**config.mk**
```make
export PLATFORM = sky130hd
export DESIGN_NAME = avalon_input_pio
export DESIGN_NICKNAME = d
export VERILOG_FILES = /design/src/rtl/avalon_input_pio_pkg.sv /design/src/rtl/avalon_input_pio_debounce_bit.sv /design/src/rtl/avalon_input_pio.sv
export SDC_FILE = /design/constraint.sdc
export NUM_CORES = 1
export LEC_CHECK = 0
export CORE_ASPECT_RATIO = 0.6
export CORE_MARGIN = 2
export CORE_UTILIZATION = 44
export DETAILED_ROUTE_END_ITERATION = 16
export GPL_TIMING_DRIVEN = 0
export PLACE_DENSITY = 0.66
export SLEW_MARGIN = 20
export SYNTH_ARGS = -nofsm -noshare
export SYNTH_HDL_FRONTEND = slang
export SYNTH_HIERARCHICAL = 1
export SYNTH_SLANG_ARGS = --single-unit
```
**constraint.sdc**
```tcl
create_clock -name Clk -period 2.9 [get_ports Clk]
set_input_delay 0.435 -clock Clk [delete_from_list [all_inputs] [get_ports Clk]]
set_output_delay 0.435 -clock Clk [all_outputs]
set_load 0.03 [all_outputs]
```
**src/rtl/avalon_input_pio_pkg.sv**
```systemverilog
// Shared constants for the avalon_input_pio peripheral: bus width and register word addresses.
package avalon_input_pio_pkg;
  localparam int AVL_DW = 32;

  localparam logic [1:0] ADDR_DATA    = 2'd0;
  localparam logic [1:0] ADDR_IRQMASK = 2'd1;
  localparam logic [1:0] ADDR_EDGECAP = 2'd2;
  localparam logic [1:0] ADDR_EDGESEL = 2'd3;
endpackage

```
**src/rtl/avalon_input_pio_debounce_bit.sv**
```systemverilog
// One input bit: 2-FF synchronizer followed by a stability counter that gates updates of deb.
module debounce_bit #(
  parameter int DEBOUNCE_CYCLES = 500000
) (
  input  logic Clk,
  input  logic Reset,
  input  logic i_raw,
  output logic o_deb
);
  localparam int CW = $clog2(DEBOUNCE_CYCLES);
  localparam logic [CW-1:0] CNT_LAST = CW'(DEBOUNCE_CYCLES - 1);

  logic          r_meta;
  logic          r_sync;
  logic          r_deb;
  logic [CW-1:0] r_cnt;

  // deb only follows sync after it has disagreed for DEBOUNCE_CYCLES consecutive cycles.
  always_ff @(posedge Clk) begin
    if (Reset) begin
      r_meta <= 1'b0;
      r_sync <= 1'b0;
      r_deb  <= 1'b0;
      r_cnt  <= '0;
    end else begin
      r_meta <= i_raw;
      r_sync <= r_meta;
      if (r_sync == r_deb) begin
        r_cnt <= '0;
      end else if (r_cnt == CNT_LAST) begin
        r_deb <= r_sync;
        r_cnt <= '0;
      end else begin
        r_cnt <= r_cnt + CW'(1);
      end
    end
  end

  assign o_deb = r_deb;
endmodule

```
**src/rtl/avalon_input_pio.sv**
```systemverilog
// Avalon-MM input PIO: debounced switch/key inputs, edge capture with polarity select,
// maskable level interrupt and fixed one-cycle read latency.
module avalon_input_pio
  import avalon_input_pio_pkg::*;
#(
  parameter int N_IN            = 10,
  parameter int DEBOUNCE_CYCLES = 500000
) (
  input  logic              Clk,
  input  logic              Reset,
  input  logic [N_IN-1:0]   raw_in,
  input  logic              AVL_CS,
  input  logic              AVL_READ,
  input  logic              AVL_WRITE,
  input  logic [1:0]        AVL_ADDR,
  input  logic [AVL_DW-1:0] AVL_WRITEDATA,
  output logic [AVL_DW-1:0] AVL_READDATA,
  output logic              IRQ
);
  logic [N_IN-1:0]   w_deb;
  logic [N_IN-1:0]   w_rise;
  logic [N_IN-1:0]   w_fall;
  logic [N_IN-1:0]   w_hit;
  logic [N_IN-1:0]   w_wdata;
  logic              w_wr_en;
  logic              w_rd_en;
  logic [AVL_DW-1:0] w_rd_mux;
  logic              w_unused_wdata;

  logic [N_IN-1:0]   r_prev;
  logic [N_IN-1:0]   r_irqmask;
  logic [N_IN-1:0]   r_edgecap;
  logic [N_IN-1:0]   r_edgesel;

  for (genvar gi = 0; gi < N_IN; gi++) begin : g_in
    debounce_bit #(
      .DEBOUNCE_CYCLES(DEBOUNCE_CYCLES)
    ) u_debounce_bit (
      .Clk   (Clk),
      .Reset (Reset),
      .i_raw (raw_in[gi]),
      .o_deb (w_deb[gi])
    );
  end

  assign w_wr_en        = AVL_CS & AVL_WRITE;
  assign w_rd_en        = AVL_CS & AVL_READ;
  assign w_wdata        = AVL_WRITEDATA[N_IN-1:0];
  assign w_unused_wdata = ^AVL_WRITEDATA[AVL_DW-1:N_IN];

  assign w_rise = w_deb & ~r_prev;
  assign w_fall = ~w_deb & r_prev;
  assign w_hit  = (r_edgesel & w_rise) | (~r_edgesel & w_fall);

  assign IRQ = |(r_edgecap & r_irqmask);

  always_comb begin
    w_rd_mux = '0;
    case (AVL_ADDR)
      ADDR_DATA:    w_rd_mux[N_IN-1:0] = w_deb;
      ADDR_IRQMASK: w_rd_mux[N_IN-1:0] = r_irqmask;
      ADDR_EDGECAP: w_rd_mux[N_IN-1:0] = r_edgecap;
      ADDR_EDGESEL: w_rd_mux[N_IN-1:0] = r_edgesel;
      default:      w_rd_mux = '0;
    endcase
  end

  // The edge OR is applied after the W1C mask so a fresh edge survives a same-cycle clear.
  always_ff @(posedge Clk) begin
    if (Reset) begin
      r_prev       <= '0;
      r_irqmask    <= '0;
      r_edgecap    <= '0;
      r_edgesel    <= '0;
      AVL_READDATA <= '0;
    end else begin
      r_prev       <= w_deb;
      AVL_READDATA <= w_rd_en ? w_rd_mux : '0;
      if (w_wr_en && AVL_ADDR == ADDR_IRQMASK) r_irqmask <= w_wdata;
      if (w_wr_en && AVL_ADDR == ADDR_EDGESEL) r_edgesel <= w_wdata;
      if (w_wr_en && AVL_ADDR == ADDR_EDGECAP) begin
        r_edgecap <= (r_edgecap & ~w_wdata) | w_hit;
      end else begin
        r_edgecap <= r_edgecap | w_hit;
      end
    end
  end
endmodule

```
### Yosys cells after proc, flatten, opt, wreduce, memory -nomap -nowiden

Cells that the tools add are included.

* register bits after elaboration: 292
* input bits: 49
* output and inout bits: 33

* add/sub/neg operators: 10
* equal/unequal tests: 23
* muxes and demuxes: 2
* bitwise gates (word level): 26
* reductions and logical operators: 26

Operators with widths (number)
* adder 19 x 1 -> 19 bit, second input constant: 10
* equality test 19 bit, second input constant: 10
* bitwise AND 10 bit: 6
* inverter 10 bit: 4
* case mux 10 bit (4 select lines): 1
* bitwise OR 10 bit: 3
* OR reduction 3 bit: 10
* AND reduction 2 bit: 10
* inverter 1 bit: 11
* equality test 1 bit: 10
* two-way mux 10 bit: 1
* OR reduction 10 bit: 1
* equality test 2 bit, second input constant: 2
* logical AND 1 bit: 3
* bitwise AND 1 bit: 2
* equality test 2 x 1 -> 1 bit, second input constant: 1
* zero test 2 bit: 1
* OR reduction 2 bit: 1

### Depth between registers and ports, before layout

Gate-level depths: netlist (run 1).

* word-level depth: 6
* gate-level depth with buffers: 6
* gate-level depth less buffers: 5

### Modules after synthesis

The synthesis (run 1) kept the hierarchy.

Modules (own cells, without submodules)
* debounce_bit at g_in[0].u_debounce_bit ...: instances 9, cells each 109, area an instance 984.7 µm², sequential area each 440.4 µm²
* avalon_input_pio: instances 1, cells each 244, area an instance 2255.9 µm², sequential area each 1001.0 µm²
* debounce_bit at g_in[9].u_debounce_bit: instances 1, cells each 111, area an instance 1081.0 µm², sequential area each 440.4 µm²

### Worst setup path before layout (run 1)

No wires, ideal clock.

* path type: flip-flop to flip-flop
* start point: register g_in[0].u_debounce_bit.r_cnt[12]
* end point: register g_in[0].u_debounce_bit.r_deb
* arrival time: 1868 ps
* required time: 2831 ps
* slack: 963 ps
* cell stages (with the launch flop): 5
* buffers on the path: 0
* clock period less this slack: 1937 ps
* path through: dfxtp_1 or4_1 or4_4 or4b_1 o21ai_1

* cells in the longest elaborated chain, start to end: 2

Ends and longest elaborated chain
* from (decl): RTL line avalon_input_pio_debounce_bit.sv:16 `logic [CW-1:0] r_cnt;`
* from (signal assigned): RTL line avalon_input_pio_debounce_bit.sv:34 `r_cnt <= r_cnt + CW'(1);`
* equality test 19 bit: RTL line avalon_input_pio_debounce_bit.sv:30 `end else if (r_cnt == CNT_LAST) begin`
* AND reduction 2 bit (no source line)
* to (signal assigned): RTL line avalon_input_pio_debounce_bit.sv:31 `r_deb <= r_sync;`
* to (decl): RTL line avalon_input_pio_debounce_bit.sv:15 `logic r_deb;`

No other way between the ends.
A chain may end at the register's enable or synchronous reset.

### Worst setup path in the final report (run 1)

* start point: register r_edgecap[5]
* end point: output port IRQ

* cells in the longest elaborated chain, start to end: 2

Ends and longest elaborated chain
* from (decl): RTL line avalon_input_pio.sv:32 `logic [N_IN-1:0] r_edgecap;`
* from (signal assigned): RTL line avalon_input_pio.sv:82 `r_edgecap <= (r_edgecap & ~w_wdata) | w_hit;`
* from (signal assigned): RTL line avalon_input_pio.sv:84 `r_edgecap <= r_edgecap | w_hit;`
* bitwise AND 10 bit: RTL line avalon_input_pio.sv:55 `assign IRQ = |(r_edgecap & r_irqmask);`
* OR reduction 10 bit: RTL line avalon_input_pio.sv:55
* to (decl): RTL line avalon_input_pio.sv:18 `output logic IRQ`

No other way between the ends.

==> impl_metrics.py, run 1 <==
metrics = {
    "finish": {
        "drive_gt1_share_pct": 10.1,
        "layoutNonFillerInstCount": 1810,
        "postLayoutCoreUtil_pct": 51.1,
        "layout_commonest_cell": "dfxtp_1",
        "final_cell_mix": "dfxtp_1, nor2_1, xnor2_1",
        "nets": 1481,
        "area_delta_synth_final_pct": 14.7,
        "fillCellCount": 2562,
    },
    "floorplanning": {
        "fp.coreArea_um2": 27400,
        "die_w_um": 219,
        "chipHeight_um": 133,
        "initial_core_util_pct": 44.5,
        "io-pin-count": 82,
        "rows": 47,
        "dieArea_um2": 29100,
    },
    "worst_setup_path": {
        "crit_buf_inv": 1,
        "crit_slowest_cell": "clkdlybuf4s50_1",
        "crit_arrival_ns": 2.15,
        "reg2reg_from": "g_in[1].u_debounce_bit/r_cnt[12]",
        "max_stage_delay_ns": 0.63,
        "cp_max_fo": 3,
        "path_delay_family": "buffers and inverters",
        "criticalPathCategory": "flip-flop to output pin",
        "cp_cell_sequence": "a22o_1, a221oi_1, nand4_1, clkdlybuf4s50_1",
        "reg2reg_depth": 5,
        "r2r_end": "g_in[1].u_debounce_bit/r_cnt[15]",
        "end_kind": "output pin",
        "start_kind": "flip-flop",
        "required_ns": 2.47,
        "reg2reg_slack_ns": 0.68,
    },
    "sta": {
        "rsz0062_at_grt": "false",
        "min_period_ns": 2.58,
        "setup_viol": 0,
        "period_share_pct": 89.1,
        "hold_viol": 0,
        "finClkSkew_ns": 0.00866,
        "clock.fmax_mhz": 387,
        "slew_violations": 0,
        "slew_headroom_pct": 56.6,
        "tightest_slew_ns": 0.651,
        "worst_hold_slack_ns": 0.326,
    },
    "yosys": {
        "syn_inst": 1336,
        "synth_ff_type": "dfxtp_1",
        "synthesis.area_um2": 12200,
        "synth_warnings": 6,
        "synth_area_leaders": "dfxtp_1, xnor2_1, nor2_1",
        "synth_top_cell_by_area": "dfxtp_1",
        "synth-async-reset-ratio_pct": 0,
        "yosysSeqAreaShare_pct": 44.3,
        "synth_top_area_share_pct": 44.3,
        "synth-edff-count": 0,
        "synth.distinct_cells": 53,
        "syn_area_per_cell_um2": 9.13,
        "synth_seq_cells": 270,
    },
    "global_route": {
        "grt_util_all_layers_pct": 17.3,
        "antenna_found_initial": 2,
        "grt_pass1_wl_um": 42000,
        "grt_max_degree": 35,
        "gr-total-overflow": 0,
        "grt_pass1_vias": 8359,
    },
    "clock_network": {
        "post_cts_resize_count": 0,
        "numCtsBuffers": 26,
        "clk_latency_ns": 0.54,
        "cts_tree": "built",
        "cts.sinks": 270,
        "clock_path_buffers": 3,
        "cts.clk_slew.worst_paths_ns": 0.06,
        "cts_hold_buf": 0,
        "cts_setup_buffers": 0,
        "htree_levels": 1,
        "root_buffer": "clkbuf_16",
    },
    "hold_path": {
        "min_from": "Reset",
        "min_path_cells": 2,
        "hold_end": "g_in[7].u_debounce_bit/r_sync",
        "hold_class": "input pin to flip-flop",
    },
    "drt": {
        "via_count": 9466,
        "viasPerCell": 5.23,
        "firstDrtPassIters": 5,
        "drtIter0Drc": 606,
        "detail-route-antenna-nets": 0,
        "wirelength_um": 25400,
        "drc": 0,
        "wl_per_cell_um": 14.0,
    },
    "power": {
        "powerDensity_nw_per_um2": 529,
        "peakVddDrop_mv": 0.365,
        "p_leak_nw": 4.35,
    },
    "placed_design": {
        "hpwl_um": 18000,
        "dp.cells": 1761,
        "gp_congestion": 0.839,
        "port_buffers": 36,
    },
    "run_status": {
        "status": "completed",
    },
    "run": {
        "cap_violations": 0,
    },
}
-- synthesized netlist by cell type (23+ instances only) --
master and n:
buf_4 26, nand4_1 57, dfxtp_1 270, nand3_1 87, nor3_1 23, nor2b_1 40
xnor2_1 94, inv_1 32, xor2_1 48, nor2_1 194, nand2_1 80, a21oi_1 78
-- kinds of logic after synthesis --
family,after synthesis,share of synthesized area (%)
flops,270,44.3
compound gates,143,7.15
buf+inv,75,3.43
xor+xnor,142,10.2
mux,19,2.58
other cells,1,0.0307
simple gates,676,31.3
fa+ha+maj,10,1.03
-- state kept, by name, indices dropped and copies added (netlist names) --
signal / flops
g_in.u_debounce_bit/o_deb: 10
r_irqmask: 10
g_in.u_debounce_bit/r_meta: 10
g_in.u_debounce_bit/r_sync: 10
g_in.u_debounce_bit/r_cnt: 190
r_prev: 10
r_edgecap: 10
r_edgesel: 10
AVL_READDATA: 10
-- stage by stage --
step	setup slack [ns]	total power (W)	TNS, ns	instance area [um^2]
floorplan	0.963	0.00397	0	12300
global placement	-0.449	0.00406	-66.45	13100
detailed placement	0.669	0.00406	0	13100
CTS	0.277	0.00751	0	14000
global route	0.217	0.00768	0	14000
finish	0.316	0.00740	0	14000
-- how the worst max path moves through the flow --
stage	start	endpoint	slack, ns	cells after the start
2_1_floorplan	g_in[0].u_debounce_bit/r_cnt[12]	g_in[0].u_debounce_bit/o_deb	0.96	4
3_3_place_gp	Reset	g_in[4].u_debounce_bit/r_cnt[2]	-0.45	5
3_5_place_dp	AVL_ADDR[0]	r_edgesel[8]	0.67	5
4_1_cts	r_edgecap[5]	IRQ	0.28	4
5_1_grt	r_edgecap[5]	IRQ	0.22	4
6_report	r_edgecap[5]	IRQ	0.32	4
-- layout make-up --
type | instances | area [um^2] | area share, %
clock buffer | 38 | 797 | 5.70
sequential | 270 | 5410 | 38.6
tap | 367 | 459 | 3.28
antenna | 1 | 2.50 | 0.0179
multi-input combinational | 1012 | 6450 | 46.1
inverter | 32 | 120 | 0.859
clock inverter | 10 | 77.6 | 0.555
timing repair buffer | 37 | 375 | 2.68
buffer | 43 | 298 | 2.13
-- report_power, final --
part	internal (W)	total, W	switching (W)	leakage (nW)
Combinational	0.0000955	0.000231	0.000136	1.73
Sequential	0.00373	0.00374	0.0000139	2.18
Clock	0.00199	0.00343	0.00144	0.439
Total	0.00582	0.00740	0.00159	4.35
-- worst register-to-register path, cell delays in order (launching register included) --
cell,delay [ns]
dfxtp_1,0.36
or4_1,0.56
or4_4,0.53
o21ai_4,0.29
buf_2,0.29
nor2_1,0.07
-- metal layers --
| metal | wire length [um] | share of wire, % | GRT usage [%] |
|---|---|---|---|
| met5 | 13 | 0.051 | 0 |
| met4 | 473 | 1.9 | 3.98 |
| met3 | 1400 | 5.5 | 3.70 |
| met2 | 10100 | 40 | 24.1 |
| met1 | 13300 | 53 | 27.0 |
Note: power is estimated with default switching activity, not from simulation.
==> run 2: changes to the inputs <==
- CORE_UTILIZATION: 44 -> 49
- PLACE_DENSITY: 0.66 -> 0.72
==> run 2 against run 1 <==
Compared with the run above:
- via count grew 2.3%
- register-to-register slack better by 0.03 ns
- clock power decreased by 3%
- critical path type unchanged
- largest power group unchanged
==> impl_metrics.py, run 2 (same netlist as run 1, synthesis figures left out) <==
metrics = {
    "run": {
        "cap_violations": 0,
    },
    "drt": {
        "drtIter0Drc": 664,
        "viasPerCell": 5.49,
        "wl_per_cell_um": 14.5,
        "detail-route-antenna-nets": 0,
        "drc": 0,
        "firstDrtPassIters": 5,
        "wirelength_um": 25500,
        "via_count": 9684,
    },
    "global_route": {
        "grt_util_all_layers_pct": 19.2,
        "antenna_found_initial": 2,
        "grt_max_degree": 31,
        "grt_pass1_vias": 8599,
        "grt_pass1_wl_um": 42500,
        "gr-total-overflow": 0,
    },
    "run_status": {
        "status": "completed",
    },
    "worst_setup_path": {
        "cp_max_fo": 3,
        "start_kind": "flip-flop",
        "crit_arrival_ns": 2.13,
        "required_ns": 2.47,
        "criticalPathCategory": "flip-flop to output pin",
        "end_kind": "output pin",
    },
    "sta": {
        "finClkSkew_ns": 0.0133,
        "slew_headroom_pct": 55.0,
        "tightest_slew_ns": 0.674,
        "hold_viol": 0,
        "period_share_pct": 88.5,
        "worst_hold_slack_ns": 0.334,
        "rsz0062_at_grt": "false",
        "min_period_ns": 2.57,
        "setup_viol": 0,
        "slew_violations": 0,
        "clock.fmax_mhz": 390,
        "finalSetupTns_ns": 0,
    },
    "power": {
        "powerDensity_nw_per_um2": 525,
        "p_leak_nw": 4.33,
        "peakVddDrop_mv": 0.424,
    },
    "finish": {
        "area_delta_synth_final_pct": 14.0,
        "layout_commonest_cell": "dfxtp_1",
        "nets": 1481,
        "drive_gt1_share_pct": 9.79,
        "regMostFlops": "g_in.u_debounce_bit/r_cnt",
        "design_area_um2": 13900,
        "largest_reg_flops": 190,
        "final_cell_mix": "dfxtp_1, nor2_1, xnor2_1",
    },
    "clock_network": {
        "root_buffer": "clkbuf_16",
        "cts_hold_buf": 0,
        "cts_setup_buffers": 0,
        "clock_path_buffers": 3,
        "htree_levels": 1,
        "cts_tree": "built",
        "post_cts_resize_count": 0,
        "cts.sinks": 270,
        "clk_latency_ns": 0.54,
        "numCtsBuffers": 26,
        "cts.clk_slew.worst_paths_ns": 0.07,
    },
    "floorplanning": {
        "dieArea_um2": 26200,
        "rows": 44,
        "die_w_um": 208,
        "io-pin-count": 82,
        "initial_core_util_pct": 50.1,
        "fp.coreArea_um2": 24300,
        "chipHeight_um": 126,
    },
    "placed_design": {
        "port_buffers": 36,
        "place_area_um2": 13100,
        "gp_congestion": 0.868,
        "hpwl_um": 18300,
    },
    "hold_path": {
        "hold_class": "input pin to flip-flop",
    },
}
-- run 2: critical path, stage by stage (launching register included) --
cell             delay, ns
dfxtp_1               0.32
a22o_1                0.24
a221oi_1              0.23
nand4_1               0.15
clkdlybuf4s50_1       0.65
-- run 2: worst paths after layout --
check        depth (start not counted)  slack, ns                            start                               end
min                                  2       0.33                            Reset     g_in[7].u_debounce_bit/r_meta
min reg2reg                          1       0.44    g_in[5].u_debounce_bit/r_meta     g_in[5].u_debounce_bit/r_sync
max                                  4       0.33                     r_edgecap[5]                               IRQ
max reg2reg                          5       0.71  g_in[3].u_debounce_bit/r_cnt[9]  g_in[3].u_debounce_bit/r_cnt[16]
-- run 2: power breakdown --
part,leakage (nW),internal [W],switching [W]
logic,1.73,0.0000955,0.000134
clock network,0.416,0.00192,0.00140
registers,2.18,0.00373,0.0000147
total,4.33,0.00575,0.00155
-- run 2: area by class of cell --
class | count | area, um^2
tap | 322 | 403
antenna | 1 | 2.50
timing repair buffer | 37 | 375
inverter | 32 | 120
sequential | 270 | 5410
fill | 2158 | 10400
buffer | 43 | 298
clock buffer | 38 | 767
multi-input combinational | 1012 | 6450
clock inverter | 8 | 78.8
-- run 2: per-layer routing --
metal | global-route usage [%] | vias to the layer above | part of all wire (%)
li1 | - | 4870 | -
met2 | 27.7 | 236 | 42
met1 | 29.3 | 4537 | 51
met4 | 3.96 | 2 | 1.5
met3 | 3.99 | 39 | 6.1
met5 | 0 | - | 0.063
-- run 2: through the flow --
stage / cells / total power (W) / utilization [%] / setup slack (ns)
6_report: 1763 / 0.00730 / 57.1 / 0.334
3_3_place_gp: 1715 / 0.00405 / 53.6 / -0.446
5_1_grt: 1762 / 0.00756 / 57.1 / 0.243
2_1_floorplan: 1357 / 0.00397 / - / 0.963
4_1_cts: 1762 / 0.00739 / 57.1 / 0.298
3_5_place_dp: 1716 / 0.00406 / 53.7 / 0.715
==> RTL change (flow settings as in run 2) <==
Remove the register `AVL_READDATA`: a continuous assignment takes its place, so the output `AVL_READDATA` follows one clock earlier.
--- a/src/rtl/avalon_input_pio.sv
+++ b/src/rtl/avalon_input_pio.sv
@@ -74,6 +74,4 @@
       r_edgesel    <= '0;
-      AVL_READDATA <= '0;
     end else begin
       r_prev       <= w_deb;
-      AVL_READDATA <= w_rd_en ? w_rd_mux : '0;
       if (w_wr_en && AVL_ADDR == ADDR_IRQMASK) r_irqmask <= w_wdata;
@@ -87,2 +85,4 @@
   end
+
+  assign AVL_READDATA = w_rd_en ? w_rd_mux : '0;
 endmodule
Behaviour: not the same (Yosys sat finds a counterexample within 4 cycles, from zero or initial values and one cycle with Reset high).
==> RTL change against run 2 <==
  * Sequential share of layout area shrank 0.92 points
  * Critical path type is now in2out
  * Setup slack got worse by 0.27 ns
  * Cell area decreased by 1.4%
  * Wire length increased by 2.3%
  * Sequential cell count is 10 lower
  * Synthesized cell count shrank 0.75%
  * Largest cell class unchanged
  * Area after synthesis down 1.7%
  * Power down 2.1%
  * Combinational power grew 2%
==> RTL change: results (changes against run 2) <==
Detailed routing
The detailed-route wire length per cell came to 14.9 um (was 14.5 um). The count of routing violations after the opening detailed-route iteration is 665 (was 664). The ratio of routed vias to standard cells is 5.50 (was 5.49). The number of detailed-route iterations in the first pass is 7 (was 5).

Timing
The final worst hold slack was 0.356 ns (was 0.334 ns). The worst-margin pin slew is 0.682 ns (was 0.674 ns).

Global routing
The global routing usage summed across all routing layers was 20.1% (was 19.2%). The global-route wire length before repair is 43500 um (was 42500 um). The via count of the first global-routing pass is 8690 (was 8599).

Placement
The routability congestion estimate is 0.890 (was 0.868). The worst setup slack after placement is -0.0352 ns (was 0.715 ns). The total half-perimeter wirelength after legalization and detailed placement came to 18400 um (was 18300 um). The total instance count after detailed placement is 1706 (was 1716).

Outcome
Outcome: finished clean (unchanged).

Setup path
The setup slack of the worst register-to-register path is 0.69 ns (was 0.71 ns). The maximum single-stage delay on the critical path is 0.60 ns (was 0.65 ns). The critical path data arrival time was 2.40 ns (was 2.13 ns). The reg-to-reg endpoint is g_in[4].u_debounce_bit/r_cnt[15]$_SDFF_PP0_ (was g_in[3].u_debounce_bit/r_cnt[16]$_SDFF_PP0_).

Synthesis
The post-synthesis sequential area ratio is 43.4% (was 44.3%). The mean area per synthesized cell is 9.05 um^2 (was 9.13 um^2). Largest cells by area after synthesis: sky130_fd_sc_hd__dfxtp_1 43%, sky130_fd_sc_hd__xnor2_1 6.9%, sky130_fd_sc_hd__nor2_1 6.1% (was sky130_fd_sc_hd__dfxtp_1 44%, sky130_fd_sc_hd__xnor2_1 6.7%, sky130_fd_sc_hd__nor2_1 6.0%). Leading post-synthesis cells by instance count: 260 x sky130_fd_sc_hd__dfxtp_1, 194 x sky130_fd_sc_hd__nor2_1, 94 x sky130_fd_sc_hd__xnor2_1, 87 x sky130_fd_sc_hd__nand3_1, 80 x sky130_fd_sc_hd__nand2_1 (was 270 x sky130_fd_sc_hd__dfxtp_1, 194 x sky130_fd_sc_hd__nor2_1, 94 x sky130_fd_sc_hd__xnor2_1, 87 x sky130_fd_sc_hd__nand3_1, 80 x sky130_fd_sc_hd__nand2_1).

Clock network
The count of cells resized by post-cts repair came to 1 (was 0).

Finish
The total of fill cells in the finished design came to 2174 (was 2158). The layout cell share with drive strength beyond 1 is 9.59% (was 9.79%). The final cell count without fillers is 1752 (was 1763).

Power and ir drop
The static leakage is 4.38 nW (was 4.33 nW).

Hold path
The endpoint of the worst hold path is g_in[8].u_debounce_bit/r_meta$_SDFF_PP0_ (was g_in[7].u_debounce_bit/r_meta$_SDFF_PP0_).

Floorplan
The width of the chip is 206 um (was 208 um).
==> RTL change: cell count changes after synthesis, sizes merged <==
cell and delta:
nor2b -10, dfxtp -10, clkbuf +1, nand3b -1, and3 +10
==> RTL change: area by class of cell <==
type | instances | area, um^2 | area share (%)
Clock inverter | 13 | 130 | 0.949
Antenna cell | 2 | 5.00 | 0.0365
Clock buffer | 31 | 708 | 5.16
Tap cell | 322 | 403 | 2.94
Buffer | 44 | 303 | 2.21
Inverter | 32 | 120 | 0.876
Sequential cell | 260 | 5200 | 38.0
Timing Repair Buffer | 37 | 393 | 2.86
Multi-Input combinational cell | 1011 | 6450 | 47.0
==> RTL change: where the power goes <==
part / switching, mW / internal, mW
sequential: 0.0138 / 3.59
clock: 1.41 / 1.91
combinational: 0.138 / 0.0965
==> RTL change: worst max-delay path: cells and delay by family <==
| kind | cells | cell delay [ns] |
|---|---|---|
| buffers and inverters | 3 | 1.43 |
| multiplexers | 1 | 0.32 |
| AND/OR/NAND/NOR | 1 | 0.20 |
==> RTL change: worst max-delay path by stage <==
stage                                                startpoint                                     endpoint  slack (ns)
floorplan           g_in[0].u_debounce_bit/r_cnt[12]$_SDFF_PP0_    g_in[0].u_debounce_bit/o_deb$_SDFFE_PP0P_        0.96
finish                                              AVL_ADDR[0]                              AVL_READDATA[3]        0.07
global route                                        AVL_ADDR[0]                              AVL_READDATA[3]       0.001
global placement                                          Reset  g_in[1].u_debounce_bit/r_cnt[16]$_SDFF_PP0_       -0.36
detailed placement                                  AVL_ADDR[0]                              AVL_READDATA[3]       -0.04
CTS                                                 AVL_ADDR[0]                              AVL_READDATA[3]        0.05
==> RTL change: cells by family after synthesis <==
group           count (synthesis)  share of synthesized area (%)
xor+xnor                      142                           10.4
other cells                     1                         0.0313
flops                         260                           43.4
simple gates                  675                           31.6
compound gates                143                           7.27
buf+inv                        76                           3.51
fa+ha+maj                      10                           1.04
mux                            19                           2.79
==> RTL change: metal layers <==
layer | wire, um | global-route usage (%)
met1 | 12900 | 30.5
met2 | 11000 | 28.9
met3 | 1590 | 3.91
met4 | 622 | 5.46
met5 | 0 | 0
